==> config.mk <==
export PLATFORM = sky130hd
export DESIGN_NAME = mc_sequencer
export DESIGN_NICKNAME = d
export VERILOG_FILES = /design/src/rtl/mc_sequencer.sv
export SDC_FILE = /design/constraint.sdc
export NUM_CORES = 1
export LEC_CHECK = 0
export CAP_MARGIN = 5
export CELL_PAD_IN_SITES_DETAIL_PLACEMENT = 1
export CELL_PAD_IN_SITES_GLOBAL_PLACEMENT = 2
export CORE_UTILIZATION = 33
export CTS_BUF_LIST = sky130_fd_sc_hd__clkbuf_8
export DETAILED_ROUTE_END_ITERATION = 16
export GPL_ROUTABILITY_DRIVEN = 0
export PLACE_DENSITY = 0.93
export SYNTH_ARGS = -nofsm -noshare
export SYNTH_HDL_FRONTEND = slang
export SYNTH_SLANG_ARGS = --single-unit
==> constraint.sdc <==
create_clock -name i_clk -period 1.87 [get_ports i_clk]
set_input_delay 0.374 -clock i_clk [delete_from_list [all_inputs] [get_ports i_clk]]
set_output_delay 0.374 -clock i_clk [all_outputs]
set_load 0.005 [all_outputs]
==> src/rtl/mc_sequencer.sv <==
// -----------------------------------------------------------------------------
// mc_sequencer
// Multi-cycle control sequencer for a simple load/store core. It walks each
// instruction through FETCH -> DECODE -> EXEC -> (MEM) -> WB. It handshakes
// with the instruction and data memories, and it gates the decoder's register
// and PC controls. It counts retired instructions and latches sticky
// illegal-instruction and bus-timeout flags. A fault parks the sequencer in
// HALT until reset.
//
// Parameters
//   TIMEOUT        wait cycles allowed on a memory handshake (1..255)
// Ports
//   i_clk          clock, rising edge
//   i_reset        asynchronous active-high reset
//   i_imem_ready   instruction memory acknowledge
//   i_dmem_ready   data memory acknowledge
//   i_insn_vld     decoder: instruction is legal
//   i_is_load      decoder: instruction is a load
//   i_is_store     decoder: instruction is a store
//   i_reg_wen_dec  decoder: register write enable
//   i_pc_sel_dec   decoder: PC select (1 = ALU target)
//   o_imem_req     instruction fetch request
//   o_ir_we        instruction register load strobe
//   o_dmem_req     data memory request
//   o_dmem_we      data memory write enable
//   o_reg_wen      gated register-file write enable
//   o_pc_we        PC update strobe
//   o_pc_sel       PC select, meaningful while o_pc_we = 1
//   o_retire       one-cycle pulse per completed instruction
//   o_retire_cnt   retired instruction count, wraps
//   o_illegal      sticky illegal-instruction flag
//   o_bus_err      sticky memory-timeout flag
//   o_state        current state code
// -----------------------------------------------------------------------------
module mc_sequencer #(
  parameter int unsigned TIMEOUT = 255
) (
  input  logic        i_clk,
  input  logic        i_reset,
  input  logic        i_imem_ready,
  input  logic        i_dmem_ready,
  input  logic        i_insn_vld,
  input  logic        i_is_load,
  input  logic        i_is_store,
  input  logic        i_reg_wen_dec,
  input  logic        i_pc_sel_dec,
  output logic        o_imem_req,
  output logic        o_ir_we,
  output logic        o_dmem_req,
  output logic        o_dmem_we,
  output logic        o_reg_wen,
  output logic        o_pc_we,
  output logic        o_pc_sel,
  output logic        o_retire,
  output logic [31:0] o_retire_cnt,
  output logic        o_illegal,
  output logic        o_bus_err,
  output logic [2:0]  o_state
);

  typedef enum logic [2:0] {
    ST_FETCH  = 3'd0,
    ST_DECODE = 3'd1,
    ST_EXEC   = 3'd2,
    ST_MEM    = 3'd3,
    ST_WB     = 3'd4,
    ST_HALT   = 3'd5
  } state_t;

  // A handshake times out when a non-acknowledged cycle would take the
  // counter to TIMEOUT. An acknowledge in that same cycle still succeeds.
  localparam logic [7:0] WAIT_LAST = 8'(TIMEOUT - 32'd1);

  state_t      state_r;
  state_t      next_state_s;
  logic [7:0]  wait_cnt_r;
  logic [31:0] retire_cnt_r;
  logic        illegal_r;
  logic        bus_err_r;

  logic        req_pending_s;
  logic        req_ready_s;
  logic        timeout_s;
  logic        wait_clr_s;
  logic        set_illegal_s;
  logic        set_bus_err_s;

  assign timeout_s    = (wait_cnt_r == WAIT_LAST);
  assign wait_clr_s   = (next_state_s != state_r) &&
                        ((next_state_s == ST_FETCH) || (next_state_s == ST_MEM));
  assign o_state      = state_r;
  assign o_retire_cnt = retire_cnt_r;
  assign o_illegal    = illegal_r;
  assign o_bus_err    = bus_err_r;

  // State register; reset parks the sequencer in FETCH immediately.
  always_ff @(posedge i_clk or posedge i_reset) begin
    if (i_reset) begin
      state_r <= ST_FETCH;
    end else begin
      state_r <= next_state_s;
    end
  end

  // Next-state and output decode from the state register and decoder flags.
  always_comb begin
    next_state_s  = state_r;
    o_imem_req    = 1'b0;
    o_ir_we       = 1'b0;
    o_dmem_req    = 1'b0;
    o_dmem_we     = 1'b0;
    o_reg_wen     = 1'b0;
    o_pc_we       = 1'b0;
    o_pc_sel      = 1'b0;
    o_retire      = 1'b0;
    req_pending_s = 1'b0;
    req_ready_s   = 1'b0;
    set_illegal_s = 1'b0;
    set_bus_err_s = 1'b0;
    case (state_r)
      ST_FETCH: begin
        o_imem_req    = 1'b1;
        req_pending_s = 1'b1;
        req_ready_s   = i_imem_ready;
        if (i_imem_ready) begin
          o_ir_we      = 1'b1;
          next_state_s = ST_DECODE;
        end else if (timeout_s) begin
          set_bus_err_s = 1'b1;
          next_state_s  = ST_HALT;
        end else begin
          next_state_s = ST_FETCH;
        end
      end
      ST_DECODE: begin
        if (!i_insn_vld) begin
          set_illegal_s = 1'b1;
          next_state_s  = ST_HALT;
        end else begin
          next_state_s = ST_EXEC;
        end
      end
      ST_EXEC: begin
        if (i_is_load || i_is_store) begin
          next_state_s = ST_MEM;
        end else begin
          next_state_s = ST_WB;
        end
      end
      ST_MEM: begin
        o_dmem_req    = 1'b1;
        o_dmem_we     = i_is_store;
        req_pending_s = 1'b1;
        req_ready_s   = i_dmem_ready;
        if (i_dmem_ready) begin
          // A store has nothing to write back, so it retires here.
          if (i_is_store) begin
            o_pc_we      = 1'b1;
            o_pc_sel     = 1'b0;
            o_retire     = 1'b1;
            next_state_s = ST_FETCH;
          end else begin
            next_state_s = ST_WB;
          end
        end else if (timeout_s) begin
          set_bus_err_s = 1'b1;
          next_state_s  = ST_HALT;
        end else begin
          next_state_s = ST_MEM;
        end
      end
      ST_WB: begin
        o_reg_wen    = i_reg_wen_dec;
        o_pc_we      = 1'b1;
        o_pc_sel     = i_pc_sel_dec;
        o_retire     = 1'b1;
        next_state_s = ST_FETCH;
      end
      ST_HALT: begin
        next_state_s = ST_HALT;
      end
      default: begin
        // Unused codes 6-7 are treated as a fault.
        next_state_s = ST_HALT;
      end
    endcase
  end

  // Handshake wait counter: cleared on entering a request state.
  always_ff @(posedge i_clk or posedge i_reset) begin
    if (i_reset) begin
      wait_cnt_r <= 8'd0;
    end else if (wait_clr_s) begin
      wait_cnt_r <= 8'd0;
    end else if (req_pending_s && !req_ready_s) begin
      wait_cnt_r <= wait_cnt_r + 8'd1;
    end else begin
      wait_cnt_r <= wait_cnt_r;
    end
  end

  // Retired instruction counter; wraps naturally at 32 bits.
  always_ff @(posedge i_clk or posedge i_reset) begin
    if (i_reset) begin
      retire_cnt_r <= 32'd0;
    end else if (o_retire) begin
      retire_cnt_r <= retire_cnt_r + 32'd1;
    end else begin
      retire_cnt_r <= retire_cnt_r;
    end
  end

  // Sticky fault flags, cleared only by reset.
  always_ff @(posedge i_clk or posedge i_reset) begin
    if (i_reset) begin
      illegal_r <= 1'b0;
      bus_err_r <= 1'b0;
    end else begin
      illegal_r <= illegal_r | set_illegal_s;
      bus_err_r <= bus_err_r | set_bus_err_s;
    end
  end

endmodule

* After elaboration in Yosys (flattened, before gate mapping)
Cells that the tools add are included.
** Storage, ports and cells
- Bits in latches :: 0
- Bits in registers :: 45
- Output and inout port bits :: 45
- Bits in writable memories :: 0
- Memory bits (read-only) :: 0
- Memories kept :: 0
- Bits of input ports :: 9
** Operators by class
- Reductions and logical operators :: 9
- Divide/modulo/power cells :: 0
- Add/sub/neg operators :: 2
- Shifts and indexed selects :: 0
- Equal/unequal tests :: 7
- Bitwise operators :: 2
- $lt $le $gt $ge :: 0
- Multiply operators :: 0
- Mux-type cells :: 28
** Operators by type and width (number)
- adder 32 x 1 -> 32 bit, second input constant :: 1
- two-way mux 3 bit :: 7
- two-way mux 8 bit :: 2
- two-way mux 1 bit :: 15
- case mux 3 bit (5 select lines) :: 1
- == test 3 x 2 -> 1 bit, second input constant :: 3
- adder 8 x 1 -> 8 bit, second input constant :: 1
- == test 8 bit, second input constant :: 1
- zero test 3 bit :: 2
- case mux 1 bit (2 select lines) :: 3
- == test 3 x 1 -> 1 bit, second input constant :: 1
- == test 3 bit, second input constant :: 1
- inequality test 3 bit :: 1
- logical AND 1 bit :: 2
- logical OR 1 bit :: 2
- bitwise OR 1 bit :: 2
- nonzero test 2 bit :: 1
- OR reduction 2 bit :: 1
- zero test 1 bit :: 1

* Logic depth before layout (Yosys ltp)
- Word-level depth :: 8
- Mapped depth :: 7

* Worst setup path after synthesis
No wires, ideal clock.
- Path type :: reg-to-output
- Start :: reg state_r[0], in the netlist o_state[0]
- End :: out o_retire
- Stages on the path, launching flop included :: 7
- Arrival time :: 1.446 ns
- Path buffers :: 4
- Slack :: 0.050 ns
- Cell sequence :: dfrtp_1 -> buf_2 -> and3b_1 -> a31o_1 -> buf_2 -> buf_4 -> buf_4
** On the way
- Longest elaborated chain between the ends :: 2
- Elaborated cells on any way between the ends :: 3
** RTL lines
- start, declared :: line 74 : state_t state_r;
- start signal, assigned :: line 101 : state_r <= next_state_s;
- == test 3 bit or == test 3 x 2 -> 1 bit (tied branches)
- case mux 1 bit (2 select lines) *
- end, declared :: line 54 : output logic o_retire,
Every way passes the cells marked *; elsewhere a longest branch is shown, timed or not.

* Final worst setup path
- Start :: reg state_r[2], in the netlist o_state[2]
- End :: out o_pc_we
** On the way
- Longest elaborated chain between the ends :: 2
- Elaborated cells on any way between the ends :: 3
** RTL lines
- == test 3 bit or == test 3 x 2 -> 1 bit (tied branches) :: line 120 : case (state_r)
- case mux 1 bit (2 select lines) * :: line 120
- end, declared :: line 52 : output logic o_pc_we,
Marked as above.

==> summary.md <==
| Metric | Value |
|---|---|
| Status | finished, final reports clean |
| Clock Latency Late Sink | approximately 0.30 ns |
| CP Launch Type | flip-flop |
| First-pass GRT wire length | 10.0 mm |
| Worst IR drop on VDD | ~550 µV |
| DP Area | 3160 µm² |
| Pwr/cell area | about 1000 nW/µm² |
| MaxCap Viol Count | 0 |
| Synth-to-Final Area Change | 42.5% |
| Crit path kind | reg -> out |
| DR vias | between 2,000 and 2,500 |
| TritonCTS Buffers | 5 |
| Antenna viol nets, final | 0 |
| Initial antenna violation count | 0 |
| Post-Syn Area | 2380 µm² |
| WHS | 0.418 ns |
| Cell taking the most area after synthesis | dfrtp_1 |
| Core ar. | approximately 7000 µm² |
| HP Class | in -> async |
| Vias in the first global route | between 2,000 and 2,500 |
| Global Route met2 Usage | 29.3% |
| Cell row count | 30 |
| Clock root buffer | clkbuf_8 |
| Fin area | 3390 µm² |
| WP data required | 1.50 ns |
| Post-synthesis register bit count | 45 |
| Fin. Hold Viols | 0 |
| HPWL after DPL | around 4.3 mm |
| DRC viols | 0 |
| Die width | slightly below 90 µm |
| Met1 usage | 22.2% |
| Cells taking the most area after synthesis | dfrtp_1 (47%), xnor2_1 (13%), nand4_1 (5.5%) |
| Post-synth top flop | dfrtp_1 |
| DIE AREA | approximately 7600 µm² |
| Arr. time, crit path | 1.49 ns |
| ANT cells | 0 |
| Nets@finish | ~320 |
| Die H | around 87 µm |
| Slew headroom | 65.1% |
| Cells after synthesis | 220 |
| 1st-iter DRT viols | slightly below 70 |
| Fin. max-slew vios | 0 |
| Max Fclk | 535 MHz |
| Async set-reset flop share out of synthesis | 100% |
| Hold-fix buffer count after cts | 0 |
| Routed vias/inst | roughly 5 |
| Met3 usage | 2.09% |
| Final worst path period need | roughly 1.9 ns |
| Final setup fails | 0 |
| Number of port buffers | 53 |
| Global-route layer with the greatest usage | met2 |
| Largest net degree at the start of global routing | between 40 and 50 |
| Pwr Total | approximately 3.5 mW |
| Clk_skew | approximately 0.0073 ns |
| RSZ-0062 raised after global routing | yes |
| Post-synth top area share | a little under half |
| Layout fillers | around 760 |
| Worst Path Max Fanout | 6 |
| WL/cell | about 16 µm |
| Gr ovfl total | 0 |
| GRT Overall Usage | about 17% |
| CTS Sinks | 45 |
| Clk buf depth | 2 |
| DRT Wirelength | just over 6 mm |
| Actual slew at the worst max-slew pin | approximately 0.52 ns |
| Crit path capture type | output pin |
| Leak Pwr | 1.40 nW |
| Syn Area/Cell | around 11 µm² |
| CTS clk-pin slew, worst paths | ~0.09 ns |
| I/O Pins | 54 |
| Post-synth cell types | 43 |
| Pre-Repair DR Iteration Count | 4 |
| Yosys warns | 0 |
| Initial cell density of the core | 34.6% |
| Layout cells sized above 1 | 21.0% |
| Mapped Nets | about 230 |
| H-tree Lvls | 2 |
| Register area share after synthesis | 47.3% |
| Post-synth EDFFs | 0 |
| TritonCTS clock tree | yes |
| Tcrit/Tclk final | between 90 and 100% |
cells in the mapped netlist, drive strengths merged (2+ instances only):
| master | number |
|---|---|
| and2 | 7 |
| clkbuf | 2 |
| nor3b | 2 |
| dfrtp | 45 |
| nand4 | 21 |
| xnor2 | 36 |
| xor2 | 2 |
| buf | 8 |
| o21ai | 2 |
| nor4 | 2 |
| nand3 | 14 |
| nand3b | 2 |
| ha | 3 |
| nor2b | 2 |
| a31o | 2 |
| a2111oi | 4 |
| nand2 | 10 |
| or3 | 2 |
| a31oi | 2 |
| and4 | 5 |
| nand4b | 2 |
| a21oi | 2 |
| nor3 | 3 |
| inv | 6 |
| and3 | 6 |
| a211oi | 3 |
| nor2 | 13 |
| nand2b | 3 |
cell families after synthesis:
logic type | synth area share (%)
simple gates | 25.1
flops | 47.3
xor+xnor | 14.0
compound gates | 8.15
buf+inv | 3.42
fa+ha+maj | 1.58
mux | 0.473
routing by layer:
layer  vias up  wire length, µm
met3         5              121
met4         0               66
met2        33             3260
met5         -                0
li1        956                -
met1      1007             2790
path summary, 6_finish.rpt:
path	startpoint	endpoint	slack, ns	cells past startpoint
setup / recovery	o_state[2]	o_pc_we	0.002	5
max in group asynchronous	i_reset	o_state[0]	1.21	3
hold / removal	i_reset	o_retire_cnt[8]	0.42	3
setup reg to reg	o_state[2]	o_retire_cnt[1]	0.03	7
min in group i_clk	o_bus_err	o_bus_err	0.48	1
hold reg to reg	o_bus_err	o_bus_err	0.48	1
worst max-delay path: stages (launching register included):
cell     delay [ns]
dfrtp_2        0.45
nor3b_2        0.18
buf_4          0.13
a31o_4         0.21
buf_6          0.12
buf_6          0.11
timing repair:
| action | CTS | global route |
|---|---|---|
| gates cloned | 0 | 0 |
| gates resized for setup | 15 | 16 |
| buffers inserted | 6 | 6 |
| pin swaps | 2 | 8 |
| setup endpoints to repair | 9 | 14 |
per-stage QoR:
step,instances,TNS [ns],worst slack (ns),utilization [%]
global route,401,-0.475,-0.0434,49.4
global placement,382,-2.73,-0.243,46.0
floorplan,220,0,0.0498,-
detailed placement,382,-3.68,-0.293,46.0
finish,401,0,0.00170,49.4
CTS,396,-0.298,-0.193,48.2
placed cells by master, fill, tap and decap left out, types with 3 or more instances in the layout:
| master | netlist | layout |
|---|---|---|
| clkdlybuf4s50_1 | 0 | 44 |
| and3_1 | 6 | 6 |
| nor2_1 | 13 | 13 |
| nand2b_1 | 3 | 3 |
| dfrtp_1 | 45 | 42 |
| inv_1 | 6 | 6 |
| clkbuf_2 | 0 | 3 |
| clkbuf_8 | 0 | 5 |
| nand3_1 | 14 | 14 |
| buf_4 | 2 | 32 |
| and2_1 | 7 | 7 |
| dfrtp_2 | 0 | 3 |
| ha_1 | 3 | 3 |
| nand2_1 | 10 | 10 |
| and4_1 | 5 | 5 |
| nand4_1 | 21 | 21 |
| xnor2_1 | 36 | 36 |
final cells by class:
cell class                 instances  area, µm²  share of cell area [%]
clock buffer                       5       68.8                    2.03
clock inverter                     3       42.5                    1.25
inverter                           6       22.5                   0.664
multi-input combinational        159       1220                    35.9
sequential                        45       1130                    33.3
tap                               96        120                    3.54
timing repair buffer              87        791                    23.3
state kept, by name, indices dropped and copies added (netlist names):
signal	flops
o_bus_err	1
o_retire_cnt	32
o_illegal	1
wait_cnt_r	8
o_state	3
power breakdown:
part / internal [mW] / switching, mW / total [mW] / leakage [nW]
combinational: 0.811 / 0.697 / 1.51 / 0.742
sequential: 1.10 / 0.187 / 1.29 / 0.601
clock: 0.396 / 0.345 / 0.741 / 0.0595
total: 2.31 / 1.23 / 3.54 / 1.40
Note: power is estimated with default switching activity, not from simulation.
